===== src/rtl/vga_pkg.sv =====
// VGA timing shared definitions: coordinate width, default 640x480@60 timing
// constants, region-state enum and the wrapping-increment helper.
package vga_pkg;

    localparam int CW = 10;

    localparam int DEF_H_ACTIVE = 640;
    localparam int DEF_H_FP     = 16;
    localparam int DEF_H_SYNC   = 96;
    localparam int DEF_H_BP     = 48;

    localparam int DEF_V_ACTIVE = 480;
    localparam int DEF_V_FP     = 10;
    localparam int DEF_V_SYNC   = 2;
    localparam int DEF_V_BP     = 33;

    // Shared by both axes; the vertical FSM reuses the same encoding.
    typedef enum logic [1:0] {
        H_ACT,
        H_FRONT,
        H_SYNC_ST,
        H_BACK
    } region_t;

    // Wrap is decided by equality with the last value, never by overflow.
    function automatic logic [CW-1:0] wrap_next(
        input logic [CW-1:0] cnt,
        input logic [CW-1:0] last
    );
        return (cnt == last) ? '0 : cnt + CW'(1);
    endfunction

endpackage


===== src/rtl/timing_counter.sv =====
// One timing axis: wrapping counter with enable, terminal-count flag and
// region FSM. Ports: clk, rst, en -> cnt, tc (cnt==TOTAL-1), region.
module timing_counter
    import vga_pkg::*;
#(
    parameter int ACTIVE = DEF_H_ACTIVE,
    parameter int FP     = DEF_H_FP,
    parameter int SYNC   = DEF_H_SYNC,
    parameter int BP     = DEF_H_BP
) (
    input  logic          clk,
    input  logic          rst,
    input  logic          en,
    output logic [CW-1:0] cnt,
    output logic          tc,
    output region_t       region
);

    localparam int TOTAL = ACTIVE + FP + SYNC + BP;

    localparam logic [CW-1:0] LAST     = CW'(TOTAL - 1);
    localparam logic [CW-1:0] FRONT_AT = CW'(ACTIVE);
    localparam logic [CW-1:0] SYNC_AT  = CW'(ACTIVE + FP);
    localparam logic [CW-1:0] BACK_AT  = CW'(ACTIVE + FP + SYNC);

    logic [CW-1:0] nxt;

    assign tc  = (cnt == LAST);
    assign nxt = wrap_next(cnt, LAST);

    // Region moves together with the count, so region always describes cnt.
    always_ff @(posedge clk) begin
        if (rst) begin
            cnt    <= '0;
            region <= H_ACT;
        end else if (en) begin
            cnt <= nxt;
            unique case (region)
                H_ACT:     if (nxt == FRONT_AT) region <= H_FRONT;
                H_FRONT:   if (nxt == SYNC_AT)  region <= H_SYNC_ST;
                H_SYNC_ST: if (nxt == BACK_AT)  region <= H_BACK;
                H_BACK:    if (tc)              region <= H_ACT;
                default:                        region <= H_ACT;
            endcase
        end
    end

endmodule


===== src/rtl/vga_timing.sv =====
// VGA sync generator: x/y counters, video_on, active-low hsync/vsync and
// frame/line start pulses, all registered one clk after counter state.
// Ports: clk, rst (sync, active-high) -> x, y, video_on, hsync, vsync,
// frame_start, line_start. Macro VGA_TIMING_PIX_DIV_EN: pixel enable on
// every second clk; undefined: every clk is a pixel.
module vga_timing
    import vga_pkg::*;
#(
    parameter int H_ACTIVE = DEF_H_ACTIVE,
    parameter int H_FP     = DEF_H_FP,
    parameter int H_SYNC   = DEF_H_SYNC,
    parameter int H_BP     = DEF_H_BP,
    parameter int V_ACTIVE = DEF_V_ACTIVE,
    parameter int V_FP     = DEF_V_FP,
    parameter int V_SYNC   = DEF_V_SYNC,
    parameter int V_BP     = DEF_V_BP
) (
    input  logic          clk,
    input  logic          rst,
    output logic [CW-1:0] x,
    output logic [CW-1:0] y,
    output logic          video_on,
    output logic          hsync,
    output logic          vsync,
    output logic          frame_start,
    output logic          line_start
);

    logic          pix_en;
    logic [CW-1:0] h_cnt;
    logic [CW-1:0] v_cnt;
    logic          h_tc;
    logic          unused_v_tc;
    region_t       h_region;
    region_t       v_region;

`ifdef VGA_TIMING_PIX_DIV_EN
    logic div_q;

    // Cleared in reset so the first clk after release is a pixel clk.
    always_ff @(posedge clk) begin
        if (rst) div_q <= 1'b0;
        else     div_q <= ~div_q;
    end

    assign pix_en = ~div_q;
`else
    assign pix_en = 1'b1;
`endif

    timing_counter #(
        .ACTIVE (H_ACTIVE),
        .FP     (H_FP),
        .SYNC   (H_SYNC),
        .BP     (H_BP)
    ) u_h (
        .clk    (clk),
        .rst    (rst),
        .en     (pix_en),
        .cnt    (h_cnt),
        .tc     (h_tc),
        .region (h_region)
    );

    timing_counter #(
        .ACTIVE (V_ACTIVE),
        .FP     (V_FP),
        .SYNC   (V_SYNC),
        .BP     (V_BP)
    ) u_v (
        .clk    (clk),
        .rst    (rst),
        .en     (pix_en & h_tc),
        .cnt    (v_cnt),
        .tc     (unused_v_tc),
        .region (v_region)
    );

    // Outputs capture only on pixel clks, so the start pulses are one clk
    // wide even when a pixel spans several clks.
    always_ff @(posedge clk) begin
        if (rst) begin
            x           <= '0;
            y           <= '0;
            video_on    <= 1'b0;
            hsync       <= 1'b1;
            vsync       <= 1'b1;
            frame_start <= 1'b0;
            line_start  <= 1'b0;
        end else if (pix_en) begin
            x           <= h_cnt;
            y           <= v_cnt;
            video_on    <= (h_region == H_ACT) && (v_region == H_ACT);
            hsync       <= (h_region != H_SYNC_ST);
            vsync       <= (v_region != H_SYNC_ST);
            frame_start <= (h_cnt == '0) && (v_cnt == '0);
            line_start  <= (h_cnt == '0);
        end else begin
            frame_start <= 1'b0;
            line_start  <= 1'b0;
        end
    end

endmodule


===== config.mk =====
export PLATFORM = sky130hd
export DESIGN_NAME = vga_timing
export DESIGN_NICKNAME = d
export VERILOG_FILES = /design/src/rtl/vga_pkg.sv /design/src/rtl/timing_counter.sv /design/src/rtl/vga_timing.sv
export SDC_FILE = /design/constraint.sdc
export NUM_CORES = 1
export LEC_CHECK = 0
export BUFFER_PORTS_ARGS = -buffer_cell sky130_fd_sc_hd__buf_2
export CAP_MARGIN = 20
export CORE_MARGIN = 3
export CORE_UTILIZATION = 40
export CTS_BUF_LIST = sky130_fd_sc_hd__clkbuf_8
export CTS_CLUSTER_SIZE = 14
export DETAILED_ROUTE_END_ITERATION = 10
export PLACE_DENSITY = 0.65
export SKIP_CTS_REPAIR_TIMING = 1
export SYNTH_ARGS = -nofsm -noshare
export SYNTH_HDL_FRONTEND = slang
export SYNTH_SLANG_ARGS = --single-unit

===== constraint.sdc =====
create_clock -name clk -period 2.33 [get_ports clk]
set_input_delay 0.233 -clock clk [delete_from_list [all_inputs] [get_ports clk]]
set_output_delay 0.233 -clock clk [all_outputs]
set_load 0.1 [all_outputs]

; Word level (Yosys, flattened, before mapping)
; Index checks and enable logic that the tools add are counted.
[totals]
register_bits = 49
latch_bits = 0
ramBits = 0
romBits = 0
in_bits = 2
out_inout_bits = 25
elab_cells = 57
memories = 0
[classes]
addsub = 2
mul = 0
div = 0
magnitude_cmp = 0
eq_ne = 24
shift = 0
n_mux = 12
bitwise = 0
reduce_logical = 8
[ops]
columns = cell, n
row1 = "equality test 10 bit, second input constant", 5
row2 = "equality test 10 x 9 -> 1 bit, second input constant", 3
row3 = "adder 10 x 1 -> 10 bit, second input constant", 2
row4 = zero test 10 bit, 2
row5 = 2-to-1 mux 10 bit, 2
row6 = 2-to-1 mux 2 bit, 8
row7 = case mux 2 bit (4 select lines), 2
row8 = "inequality test 2 x 1 -> 1 bit, second input constant", 7
row9 = "equality test 2 bit, second input constant", 4
row10 = "inequality test 2 bit, second input constant", 3
row11 = AND reduction 5 bit, 1
row12 = "equality test 2 x 1 -> 1 bit, second input constant", 2
row13 = zero test 2 bit, 2
row14 = AND reduction 4 bit, 1
row15 = logical AND 1 bit, 2

; Logic depth before layout (Yosys ltp)
[logic_depth]
word_depth = 5
ltp_mapped = 11

; By module
; A second synthesis with hierarchy kept.
[unflattened]
cells_unflattened = 276
hier_area_um2 = 2507.4
[by_module_without_submodules]
columns = mod, n_inst, cells_per_inst, area_each_um2
row1 = timing_counter at u_h, 1, 116, 967.2
row2 = timing_counter at u_v, 1, 100, 818.3
row3 = vga_timing, 1, 60, 721.9

; Least setup slack after synthesis
; OpenSTA, ideal clock, no wires.
[synth_timing]
path_kind = register to register
start = register u_h.cnt[0]
end = register u_h.region[0]
arrival_ps = 2144
required_ps = 2207
path_slack_ps = 62
stages_incl_launch_ff = 9
n_path_buf = 1
synth_period_minus_slack_ps = 2268
path_cell_list = dfxtp_1 > ha_1 > clkbuf_2 > nand4_1 > nor2_1 > or3_1 > a221o_1 > a221oi_2 > mux2_1
[synth_between]
elab_chain_cells = 5
elab_cells_between_ends = 11
cone_classes = add/sub: 1 / eq/ne: 8 / mux: 1 / reduce/logical: 1
[synth_lines]
columns = item, line_no
row1 = "start, declared", timing_counter.sv:14  ; output logic [CW-1:0] cnt,
row2 = "start signal, assigned", timing_counter.sv:37  ; cnt <= nxt;
row3 = adder 10 x 1 -> 10 bit or equality test 10 bit (tied branches), "vga_pkg.sv:30, timing_counter.sv:28"
row4 = 2-to-1 mux 10 bit, vga_pkg.sv:30  ; return (cnt == last) ? '0 : cnt + CW'(1);
row5 = equality test 10 bit (on tied branches), "timing_counter.sv:41, timing_counter.sv:39, timing_counter.sv:40"
row6 = inequality test 2 x 1 -> 1 bit (no source line), --
row7 = AND reduction 4 bit (no source line) *, --
row8 = "end signal, assigned", timing_counter.sv:41  ; H_SYNC_ST: if (nxt == BACK_AT) region <= H_BACK;
row9 = "end signal, assigned", timing_counter.sv:42  ; H_BACK: if (tc) region <= H_ACT;
row10 = "end signal, assigned", timing_counter.sv:43  ; default: region <= H_ACT;
row11 = "end, declared", timing_counter.sv:16  ; output region_t region
; Every way passes the cells marked *; elsewhere a longest branch is shown, timed or not.
; A chain may end at the register's enable or synchronous reset.

; Worst setup path after layout
; Same ends and word-level chain as after synthesis.

==> run summary <==
The netlist uses 55 different library cells. The number of antenna violations at the first check in global routing came out at 0. The portion of the clock cycle consumed by the worst path in the final layout is 0.935, and the largest net degree at the start of global routing is 33. The source of the worst register-to-register timing path is u_h.cnt[0]$_SDFF_PP0_.

Post-route core utilization: 0.495. The number of antenna diodes in the final layout is 0. The static leakage is 1.13 nW. The HPWL reported at the end of detailed placement came out at 3330 um. The clock passes through at most 2 buffers. STA classifies the critical path startpoint as a register. The worst hold path begins at rst. The top-level port count was 27; the net count of the finished layout was 315.

The logs give 0.894 for the placer congestion estimate and 0.133 for the total global routing track utilization. The fraction of post-synthesis cell area in the top cell type by area came out at 0.410. In the synthesized netlist the dominant register cell turns out to be sky130_fd_sc_hd__dfxtp_1. The tools report the fmax as 0.459 GHz.

For the clock sink count, the log shows 49. The worst endpoint data arrival time was 2.37 ns; the number of DRC violations after detailed routing was 0. The die covers 6950 um2. Across the VDD grid, the largest voltage drop is 339 uV. For the area of the core, the log shows 5640 um2. Relative to the synthesized area, the layout overhead comes to 16.7%.

At the pin with the least slew margin, the transition time is 0.544 ns. The async set or reset register ratio after synthesis is 0, and the number of enable-type register cells in the synthesized netlist is 0. The run gives 4610 um as the total wire length after detailed routing. The cell accounting for the most synthesized area was sky130_fd_sc_hd__dfxtp_1. For the required time of the critical path, the log shows 2.53 ns. Synthesized flop and latch total: 49.

Leaving out fill and tap cells, the most frequent cell in the layout is sky130_fd_sc_hd__dfxtp_1. The tools report the number of filler cells placed in the layout as 529. For the worst-case register-to-register setup slack, the log shows 0.15 ns. The count of nets left with antenna violations once routing finished came out at 0.

The worst-case headroom to the max-slew limit is 0.638. In this run the number of H-tree levels came out at 2. The netlist area before placement is 2390 um2.

The run gives 2640 um2 as the placement-stage cell area. Critical path endpoint: u_h.region[0]$_SDFFE_PP0P_. Setup violations remaining at the end of the flow were counted as 0. The first detailed-routing pass ran for 4 iterations. The fraction of final layout cells sized beyond drive strength 1 was 0.229; the number of CTS-inserted buffers was 5. The final-report hold violation count is 0. TritonCTS built the clock tree.

The minimum clock period came out at 2.18 ns. The path class of the tightest hold or removal check is input port to register. The end of the worst register-to-register path was u_h.region[0]$_SDFFE_PP0P_. For this run the aggregate overflow at the end of global routing stands at 0. Dividing the detail-routed via count by the number of cells gives 5.11. For the number of global-route vias before repair, the log shows 1658. The final-report max-slew violation count was 0; the area used by sequential logic in the layout was 985 um2.

Sorting the synthesized cells by area gives the leading types as sky130_fd_sc_hd__dfxtp_1, sky130_fd_sc_hd__ha_1, sky130_fd_sc_hd__nor2_1, sky130_fd_sc_hd__nor2b_1, sky130_fd_sc_hd__nor3_1. The post-layout instance area was 2790 um2; the later-pin clock latency in the skew report was 0.30 ns. The count of buffers added on input and output ports is 26. The die outline height was 83.4 um; the width of the die was 83.4 um.

Counting cells, the worst reg-to-reg path comes to 7. The clock arrives with 0.0106 ns of skew. For this design the ratio of total power to cell area is 560 nW/um2. The mean area per synthesized cell works out to 8.93 um2. The tree is rooted in a sky130_fd_sc_hd__clkbuf_8. In the layout the commonest cells are sky130_fd_sc_hd__dfxtp_1, sky130_fd_sc_hd__nor2_1, sky130_fd_sc_hd__buf_2. The max-capacitance violation count was 0; the synthesis warning total was 0.

Starting utilization of the core area: 0.424. Row generation in the floorplan step produced 27 rows. Along the worst path, the maximum fanout reaches 5. The multi-input gate area in the final layout is 1280 um2, and the number of vias after detailed routing is 1905.

After clock tree synthesis, the clock-pin slew on the worst setup and hold paths is 0.09 ns. The routed wire length per instance is 12.4 um. The critical path in this run is classified as register to register. The portion of the post-synthesis area used by sequential elements is 0.410.

The flow ran to the end, and the final reports show no timing, DRC or antenna violations. In this run the worst setup path begins at u_h.cnt[0]$_SDFF_PP0_. The tools report the detailed router's first-iteration violation count as 129. The global-route wire length before repair is 7750 um. When the netlist entered floorplanning its net count stood at 283. The element type at the critical path end is a register. The tools report the post-synthesis instance total as 268.
## cell type report
cell class                      instances  area share
Clock buffer                            5      0.0246
Clock inverter                          3      0.0152
Inverter                               13      0.0175
Multi-Input combinational cell        185       0.457
Sequential cell                        49       0.353
Tap cell                               72      0.0323
Timing Repair Buffer                   46       0.100
## synthesized netlist by cell type (3+ instances only)
library cell and instances:
sky130_fd_sc_hd__nand2b_1 6, sky130_fd_sc_hd__inv_1 13, sky130_fd_sc_hd__nor2b_1 15, sky130_fd_sc_hd__and3_1 3
sky130_fd_sc_hd__nand4_1 4, sky130_fd_sc_hd__mux2i_1 3, sky130_fd_sc_hd__xor2_1 7, sky130_fd_sc_hd__nor3_1 13
sky130_fd_sc_hd__buf_2 7, sky130_fd_sc_hd__a211oi_1 3, sky130_fd_sc_hd__nand2_1 12, sky130_fd_sc_hd__buf_4 3
sky130_fd_sc_hd__xnor2_1 7, sky130_fd_sc_hd__dfxtp_1 49, sky130_fd_sc_hd__a21oi_1 9, sky130_fd_sc_hd__ha_1 13
sky130_fd_sc_hd__clkbuf_1 6, sky130_fd_sc_hd__nand3b_1 4, sky130_fd_sc_hd__nand3_1 9, sky130_fd_sc_hd__nor2_1 32
sky130_fd_sc_hd__o21ai_0 8
## critical path: stages, from the launching register on
cell and delay [ns]:
sky130_fd_sc_hd__dfxtp_1 0.33, sky130_fd_sc_hd__ha_2 0.22, sky130_fd_sc_hd__nand4_1 0.11, sky130_fd_sc_hd__nor2_1 0.09, sky130_fd_sc_hd__or3_1 0.31, sky130_fd_sc_hd__a221o_1 0.35
sky130_fd_sc_hd__a221oi_2 0.32, sky130_fd_sc_hd__mux2_1 0.35
## kinds of logic (layout without fill, tap and decap cells)
group	after synthesis	after routing	synth area share
adder cells (fa/ha/maj)	13	13	0.0680
flip-flops	49	49	0.410
AND/OR/NAND/NOR	117	117	0.278
buffers and inverters	34	67	0.0690
XOR/XNOR	14	14	0.0512
multiplexers	4	4	0.0173
AO/OA/AOI/OAI	37	37	0.107
## worst min path at each step
stage / end / cells after the start
2_1_floorplan: u_h.region[1]$_SDFFE_PP0P_ / 2
3_3_place_gp: u_h.region[1]$_SDFFE_PP0P_ / 2
3_5_place_dp: y[0]$_SDFF_PP0_ / 2
4_1_cts: x[9]$_SDFF_PP0_ / 2
5_1_grt: x[4]$_SDFF_PP0_ / 2
6_report: x[9]$_SDFF_PP0_ / 2
## routing by layer
layer,share of wire,vias up,track usage
met5,0,-,0
met4,0.015,0,0.0535
met3,0.046,5,0.0188
met2,0.43,47,0.190
met1,0.51,879,0.198
li1,-,974,-
## state kept, by name, indices dropped and copies added (netlist names)
register / flops
video_on: 1
u_v.region: 2
x: 10
frame_start: 1
line_start: 1
hsync: 1
u_h.cnt: 10
u_v.cnt: 10
u_h.region: 2
y: 10
vsync: 1
## per-stage QoR
step	setup slack (ns)	setup TNS [ns]	cells	hold WS, ns	power (mW)
CTS	0.0294	0	372	0.396	1.59
global route	-0.0127	-0.0127	373	0.435	1.62
detailed placement	0.0438	0	364	0.512	0.988
global placement	0.111	0	364	0.500	0.987
finish	0.151	0	373	0.390	1.56
floorplan	0.0625	0	268	0.417	0.964
## power breakdown
part	internal, mW	leakage [nW]	switching, mW
combinational	0.0264	0.672	0.0882
sequential	0.849	0.398	0.00571
clock	0.318	0.0595	0.276
total	1.19	1.13	0.370
(Power assumes the default switching activity.)
